--- src/rtl/vga_scanout_if.sv ---
// Frame-buffer read port between the VGA scanout (master) and the buffer (slave).
// The scanout presents a registered pixel address with a select. The buffer answers
// with 12-bit RGB444 data {R[11:8],G[7:4],B[3:0]} within the same pixel slot.
interface vga_scanout_if;
    logic [11:0] buf_x;
    logic [11:0] buf_y;
    logic        buf_select;
    logic        buf_wen;
    logic [11:0] buf_rdata;

    modport master (
        output buf_x,
        output buf_y,
        output buf_select,
        output buf_wen,
        input  buf_rdata
    );

    modport slave (
        input  buf_x,
        input  buf_y,
        input  buf_select,
        input  buf_wen,
        output buf_rdata
    );
endinterface

--- src/rtl/vga_scanout.sv ---
// VGA scanout: 640x480@60 timing from a 4x pixel clock (aclk4).
// Each screen slot fetches the buffer pixel for the following slot with a 2x
// nearest-neighbour upscale. RGB444 and active-low HS/VS are registered together.
// Optional feature: define VGA_SCANOUT_TESTPAT_EN to add the test_mode input.
// When test_mode is 1, the design shows 8 colour bars and stops using the buffer.
module vga_scanout #(
    parameter int H_ACTIVE       = 640,
    parameter int H_FRONT        = 16,
    parameter int H_SYNC         = 96,
    parameter int H_BACK         = 48,
    parameter int V_ACTIVE       = 480,
    parameter int V_FRONT        = 10,
    parameter int V_SYNC         = 2,
    parameter int V_BACK         = 33,
    parameter int CLKS_PER_PIXEL = 4,
    parameter int SCALE_SHIFT    = 1
) (
    input  logic               aclk4,
    input  logic               aresetn,
    vga_scanout_if.master      bus,
`ifdef VGA_SCANOUT_TESTPAT_EN
    input  logic               test_mode,
`endif
    output logic [3:0]         vga_r,
    output logic [3:0]         vga_g,
    output logic [3:0]         vga_b,
    output logic               vga_hs,
    output logic               vga_vs,
    output logic               frame_start
);

    localparam int              PH_W    = (CLKS_PER_PIXEL > 1) ? $clog2(CLKS_PER_PIXEL) : 1;
    localparam logic [PH_W-1:0] PH_LAST = PH_W'(CLKS_PER_PIXEL - 1);
    localparam logic [11:0]     H_ACT   = 12'(H_ACTIVE);
    localparam logic [11:0]     V_ACT   = 12'(V_ACTIVE);
    localparam logic [11:0]     H_LAST  = 12'(H_ACTIVE + H_FRONT + H_SYNC + H_BACK - 1);
    localparam logic [11:0]     V_LAST  = 12'(V_ACTIVE + V_FRONT + V_SYNC + V_BACK - 1);
    localparam logic [11:0]     HS_BEG  = 12'(H_ACTIVE + H_FRONT);
    localparam logic [11:0]     HS_END  = 12'(H_ACTIVE + H_FRONT + H_SYNC);
    localparam logic [11:0]     VS_BEG  = 12'(V_ACTIVE + V_FRONT);
    localparam logic [11:0]     VS_END  = 12'(V_ACTIVE + V_FRONT + V_SYNC);

    logic [PH_W-1:0] phase;
    logic [11:0]     hcount;
    logic [11:0]     vcount;
    logic            slot_adv;
    logic [11:0]     nh, nv;    // slot entered at the next slot advance
    logic [11:0]     nnh, nnv;  // slot after that: prefetch target once (nh,nv) is live
    logic [11:0]     pix_rgb;
    logic            fetch_en;

    function automatic logic [11:0] step_h(input logic [11:0] h);
        return (h == H_LAST) ? 12'd0 : h + 12'd1;
    endfunction

    function automatic logic [11:0] step_v(input logic [11:0] h, input logic [11:0] v);
        if (h != H_LAST) return v;
        return (v == V_LAST) ? 12'd0 : v + 12'd1;
    endfunction

    function automatic logic is_active(input logic [11:0] h, input logic [11:0] v);
        return (h < H_ACT) && (v < V_ACT);
    endfunction

`ifdef VGA_SCANOUT_TESTPAT_EN
    localparam int BAR_W = H_ACTIVE / 8;

    // Bar index from threshold compares avoids a divider; bits of k pick R/G/B.
    function automatic logic [11:0] bar_rgb(input logic [11:0] h);
        logic [2:0] k;
        k = 3'd0;
        for (int i = 1; i < 8; i++) begin
            if (h >= 12'(i * BAR_W)) k = 3'(i);
        end
        return {{4{k[2]}}, {4{k[1]}}, {4{k[0]}}};
    endfunction
`endif

    assign slot_adv    = (phase == PH_LAST);
    assign bus.buf_wen = 1'b0;

    // Look one and two slots ahead of the live counters.
    always_comb begin
        nh  = step_h(hcount);
        nv  = step_v(hcount, vcount);
        nnh = step_h(nh);
        nnv = step_v(nh, nv);
    end

    // Pick the pixel source and decide whether the upcoming prefetch needs the buffer.
    always_comb begin
        pix_rgb  = bus.buf_rdata;
        fetch_en = is_active(nnh, nnv);
`ifdef VGA_SCANOUT_TESTPAT_EN
        if (test_mode) begin
            pix_rgb  = bar_rgb(nh);
            fetch_en = 1'b0;
        end
`endif
    end

    // Sub-pixel phase counter; the last phase marks the slot-advance edge.
    always_ff @(posedge aclk4 or negedge aresetn) begin
        if (!aresetn)           phase <= '0;
        else if (slot_adv)      phase <= '0;
        else                    phase <= phase + 1'b1;
    end

    // Screen position counters, stepped once per slot.
    always_ff @(posedge aclk4 or negedge aresetn) begin
        if (!aresetn) begin
            hcount <= 12'd0;
            vcount <= 12'd0;
        end else if (slot_adv) begin
            hcount <= nh;
            vcount <= nv;
        end
    end

    // Colour and sync registers load together, so the DAC sees them aligned.
    always_ff @(posedge aclk4 or negedge aresetn) begin
        if (!aresetn) begin
            {vga_r, vga_g, vga_b} <= 12'd0;
            vga_hs                <= 1'b1;
            vga_vs                <= 1'b1;
            frame_start           <= 1'b0;
        end else begin
            frame_start <= slot_adv && (nh == 12'd0) && (nv == 12'd0);
            if (slot_adv) begin
                {vga_r, vga_g, vga_b} <= is_active(nh, nv) ? pix_rgb : 12'd0;
                vga_hs                <= !((nh >= HS_BEG) && (nh < HS_END));
                vga_vs                <= !((nv >= VS_BEG) && (nv < VS_END));
            end
        end
    end

    // Prefetch address for the slot after the one being entered.
    // During blanking, the address holds its last value.
    always_ff @(posedge aclk4 or negedge aresetn) begin
        if (!aresetn) begin
            bus.buf_x      <= 12'd0;
            bus.buf_y      <= 12'd0;
            bus.buf_select <= 1'b0;
        end else if (slot_adv) begin
            bus.buf_select <= fetch_en;
            if (is_active(nnh, nnv)) begin
                bus.buf_x <= nnh >> SCALE_SHIFT;
                bus.buf_y <= nnv >> SCALE_SHIFT;
            end
        end
    end

endmodule

--- src/flat_wrapper.sv ---
// flat-port wrapper written by rule: the top's interface ports become plain ports
module vga_scanout_flat 
#(
    parameter int H_ACTIVE       = 640,
    parameter int H_FRONT        = 16,
    parameter int H_SYNC         = 96,
    parameter int H_BACK         = 48,
    parameter int V_ACTIVE       = 480,
    parameter int V_FRONT        = 10,
    parameter int V_SYNC         = 2,
    parameter int V_BACK         = 33,
    parameter int CLKS_PER_PIXEL = 4,
    parameter int SCALE_SHIFT    = 1
)
  (aclk4, aresetn, vga_r, vga_g, vga_b, vga_hs, vga_vs, frame_start, bus_buf_x, bus_buf_y, bus_buf_select, bus_buf_wen, bus_buf_rdata);
  vga_scanout_if bus_i ();
  input  logic aclk4;
  input  logic aresetn;
  output logic [3:0] vga_r;
  output logic [3:0] vga_g;
  output logic [3:0] vga_b;
  output logic vga_hs;
  output logic vga_vs;
  output logic frame_start;
  output wire logic [$bits(bus_i.buf_x)-1:0] bus_buf_x;
  output wire logic [$bits(bus_i.buf_y)-1:0] bus_buf_y;
  output wire logic [$bits(bus_i.buf_select)-1:0] bus_buf_select;
  output wire logic [$bits(bus_i.buf_wen)-1:0] bus_buf_wen;
  input wire logic [$bits(bus_i.buf_rdata)-1:0] bus_buf_rdata;
  assign bus_buf_x = bus_i.buf_x;
  assign bus_buf_y = bus_i.buf_y;
  assign bus_buf_select = bus_i.buf_select;
  assign bus_buf_wen = bus_i.buf_wen;
  assign bus_i.buf_rdata = bus_buf_rdata;
  vga_scanout #(.H_ACTIVE(H_ACTIVE), .H_FRONT(H_FRONT), .H_SYNC(H_SYNC), .H_BACK(H_BACK), .V_ACTIVE(V_ACTIVE), .V_FRONT(V_FRONT), .V_SYNC(V_SYNC), .V_BACK(V_BACK), .CLKS_PER_PIXEL(CLKS_PER_PIXEL), .SCALE_SHIFT(SCALE_SHIFT)) u_core (.aclk4(aclk4), .aresetn(aresetn), .bus(bus_i), .vga_r(vga_r), .vga_g(vga_g), .vga_b(vga_b), .vga_hs(vga_hs), .vga_vs(vga_vs), .frame_start(frame_start));
endmodule
--- config.mk ---
export PLATFORM = sky130hd
export DESIGN_NAME = vga_scanout_flat
export DESIGN_NICKNAME = d
export VERILOG_FILES = /design/src/rtl/vga_scanout_if.sv /design/src/rtl/vga_scanout.sv /design/src/flat_wrapper.sv
export SDC_FILE = /design/constraint.sdc
export NUM_CORES = 1
export LEC_CHECK = 0
export ABC_AREA = 1
export BUFFER_PORTS_ARGS = -buffer_cell sky130_fd_sc_hd__clkbuf_2
export CORE_UTILIZATION = 39
export CTS_BUF_LIST = sky130_fd_sc_hd__clkbuf_4 sky130_fd_sc_hd__clkbuf_8 sky130_fd_sc_hd__clkbuf_16
export CTS_CLUSTER_DIAMETER = 200
export DETAILED_ROUTE_END_ITERATION = 8
export PLACE_DENSITY = 0.57
export SLEW_MARGIN = 20
export SYNTH_ARGS = -nofsm -noshare
export SYNTH_HDL_FRONTEND = slang
export SYNTH_SLANG_ARGS = --single-unit
--- constraint.sdc ---
create_clock -name aclk4 -period 6.5 [get_ports aclk4]
set_input_delay 0.65 -clock aclk4 [delete_from_list [all_inputs] [get_ports aclk4]]
set_output_delay 0.65 -clock aclk4 [all_outputs]
set_load 0.05 [all_outputs]
==> metrics.csv <==
stage,metric,value,unit
detailed_routing,dr_wl_met2,4740,um
setup_path,path_buf_inv,2,
floorplanning,die-width,109,um
detailed_routing,route.vias.total,4057,
cells_and_area,area_delta_synth_final,13.6,%
power_and_ir_drop,power_frac_seq,0.431,
cts,clockRootBuffer,clkbuf_16,
job,cap_violations,0,
sta,period_minus_slack,3390,ps
cells_and_area,multi_input_area,2390,um2
floorplanning,initial_core_util,0.405,
detailed_routing,avgViaCountPerCell,4.92,
yosys,synthCells,637,
detailed_routing,drt_wl_total,10600,um
setup_path,path_cells,ha_1 > nand2_2 > nor2_2 > nand2_2 > nor2_4 > nand2_1 > o21ai_0 > nand2_1 > inv_1 > ha_1 > nand3_1 > nor2_1 > nand2_1 > nand2_1 > nand2_2 > nor2_4 > nand3_4 > nand3_4 > inv_2 > nor2_1,
place,place_congestion,0.844,
cts,clkSinkCount,64,
cts,cts_tree,built,
power_and_ir_drop,intPower,735,uW
sta,final_hold_viol_count,0,
cts,cts_resized,0,
setup_path,slowest_delay,480,ps
worst_hold_path,min-delay-start,u_core.phase[0],
power_and_ir_drop,p_switching,206,uW
sta,fin_crit_sh,0.521,
place,dp_hpwl,7900,um
setup_path,timing.rr.end,u_core.bus.buf_x[10],
cts,h-tree-depth,3,
power_and_ir_drop,p_sw_frac,0.219,
cts,path_clk_slew,60,ps
yosys,syn-mean-instance-area,6.96,um2
cells_and_area,nets,702,
detailed_routing,firstDrtPassIters,6,
cells_and_area,mostFrequentLayoutCell,nand2_1,
cells_and_area,final_cell_mix,"nand2_1 (205), inv_1 (64), dfrtp_1 (62)",
outcome,status,finished clean,
yosys,synth.distinct_cells,37,
yosys,yosysWarningCount,0,
cells_and_area,antenna_cells,0,
setup_path,critPathMaxFanout,19,
floorplanning,row_count,38,
detailed_routing,wl_met1,5330,um
power_and_ir_drop,clockPowerShare,0.531,
detailed_routing,wl_per_cell,12.9,um
cts,cts_setup_buffers,0,
cts,holdBufCountCts,0,
yosys,synth_area,4430,um2
setup_path,ff2ff_path_depth,20,
power_and_ir_drop,p_leak,0.00257,uW
setup_path,regToRegSetupSlack,3110,ps
grt,grt_max_degree,65,
sta,slew_violations,0,
cells_and_area,layout-drive-gt1-share,0.193,
cts,numCtsBuffers,9,
cts,clock_latency,330,ps
sta,finalSetupTns,0,ps
yosys,yosysSeqAreaShare,0.362,
cts,cts_max_path_buffers,2,
worst_hold_path,hold_end,u_core.phase[0],
floorplanning,design.die.area,11800,um2
sta,rsz0062_at_grt,no,
setup_path,cp.arrival,3650,ps
grt,grt_pass1_vias,3842,
detailed_routing,drc,0,
detailed_routing,wl_met3,468,um
grt,antenna_found_initial,0,
setup_path,cpMostUsedCell,nand2_1,
setup_path,crit_type,flip-flop to flip-flop,
yosys,netlist.area_leader.share,0.350,
setup_path,startpoint_type,flip-flop,
setup_path,cpLargestDelayFamily,simple AND/OR/NAND/NOR gates,
sta,fmax,295,MHz
grt,grt_use_total,0.200,
power_and_ir_drop,p_per_area,187,nW/um2
setup_path,r2r_start,u_core.hcount[0],
power_and_ir_drop,vdd_drop_max,0.121,mV
cells_and_area,regArea,1600,um2
place,placedCellCount,809,
cells_and_area,n_fill_cell,1109,
sta,tightestPinTransition,813,ps
yosys,synth_seq_cells,64,
setup_path,required,6760,ps
sta,max_slew_margin,0.458,
floorplanning,io_pins,55,
grt,grt_pass1_wl,18400,um
floorplanning,core,10900,um2
cells_and_area,final_cells,825,
setup_path,worst_path_max_delay_cell,dfrtp_1,
detailed_routing,highest_layer,met4,
worst_hold_path,hold_depth,1,
place,portBuffers,51,
detailed_routing,first_iter_violations,287,
detailed_routing,antenna_left,0,
grt,grt_overflow,0,
setup_path,end_kind,flip-flop,
worst_hold_path,hp-class,flip-flop to flip-flop,
yosys,yosysTopAreaCell,dfrtp_1,
floorplanning,dieHeight,109,um
sta,skew,7.97,ps
yosys,synth_area_leaders,"dfrtp_1 (35%), nand2_1 (17%), nand3_1 (6.9%), inv_1 (5.4%), nor2_1 (4.9%)",
power_and_ir_drop,p_comb_frac,0.038,
sta,setup_viol,0,
==> Yosys cell counts <==
library cell	number
buf_12	1
nand3b_1	2
nor4_1	3
buf_1	1
ha_1	8
xnor2_1	2
o2111ai_1	1
nand3_2	6
inv_1	64
nand3_1	61
nor2_2	9
buf_6	4
nor2_4	11
xor2_1	8
conb_1	1
inv_2	8
buf_2	2
a211oi_1	1
clkbuf_2	1
nor3b_1	1
clkbuf_1	8
nand4_1	18
a21oi_1	3
o21bai_1	2
o32ai_1	1
a21oi_4	1
nand2_1	205
dfrtp_1	62
nor3_1	9
clkinv_1	2
dfstp_2	2
a31oi_1	2
buf_4	7
o21ai_0	37
nor2_1	58
nand2_2	22
nand3_4	3
==> worst register-to-register path: cells and delay by family (launching register included) <==
family | cells | cell delay, ps
simple gates | 15 | 2050
flops | 1 | 480
fa+ha+maj | 2 | 440
buf+inv | 2 | 210
compound gates | 1 | 130
==> per-layer routing <==
metal  GRT usage  vias up
li1            -     2105
met1       0.275     1838
met2       0.318      103
met3      0.0338       11
met4      0.0618        0
met5           0        -
==> logic make-up after synthesis <==
logic type,count (synthesis),share of synthesized area
other,1,0.000846
xor gates and xnor gates,10,0.0198
DFF,64,0.362
AOI/OAI and AO/OA,48,0.0607
adders and majority gates,8,0.0226
and+or+nand+nor,408,0.434
buffers and inverters,98,0.100
==> worst max-delay path by stage <==
| stage | from | endpoint | cells after the start |
|---|---|---|---|
| 2_1_floorplan | u_core.hcount[0] | u_core.bus.buf_x[0] | 20 |
| 5_1_grt | u_core.hcount[0] | u_core.bus.buf_x[9] | 20 |
| 4_1_cts | u_core.hcount[0] | u_core.bus.buf_x[10] | 20 |
| 3_5_place_dp | u_core.hcount[0] | u_core.bus.buf_x[10] | 19 |
| 3_3_place_gp | u_core.hcount[0] | u_core.bus.buf_y[10] | 19 |
| 6_report | u_core.hcount[0] | u_core.bus.buf_x[10] | 20 |
==> metrics by stage <==
step / instance area [um2] / power [uW] / utilization / hold slack [ps] / worst slack (ps)
after global routing: 5030 / 976 / 0.460 / 456 / 2710
after detailed placement: 4720 / 449 / 0.432 / 424 / 3110
final: 5030 / 940 / 0.460 / 436 / 3110
after global placement: 4720 / 449 / 0.432 / 416 / 3250
after CTS: 5030 / 954 / 0.460 / 432 / 3060
after floorplan: 4440 / 433 / - / 354 / 3670
==> area by class of cell <==
cell class | instances | share of cell area
Clock buffer | 13 | 0.0532
Clock inverter | 3 | 0.00796
Inverter | 74 | 0.0552
Multi-Input combinational cell | 477 | 0.475
Sequential cell | 64 | 0.319
Tap cell | 140 | 0.0348
Timing Repair Buffer | 54 | 0.0552
==> state kept, by name (all words and copies together) (netlist names) <==
signal	flops
u_core.phase	2
u_core.vga_g	4
u_core.frame_start	1
u_core.hcount	12
u_core.vcount	12
u_core.bus.buf_x	11
u_core.vga_r	4
u_core.bus.buf_y	11
u_core.vga_vs	1
u_core.bus.buf_select	1
u_core.vga_b	4
u_core.vga_hs	1
==> power by group through the flow <==
stage | clock network (uW) | registers, uW | logic, uW
3_3_place_gp | 0 | 412 | 37.0
5_1_grt | 532 | 405 | 39.6
3_5_place_dp | 0 | 412 | 37.2
4_1_cts | 512 | 405 | 37.1
2_1_floorplan | 0 | 425 | 7.75
6_report | 499 | 405 | 36.0
Note: power is estimated with default switching activity, not from simulation.
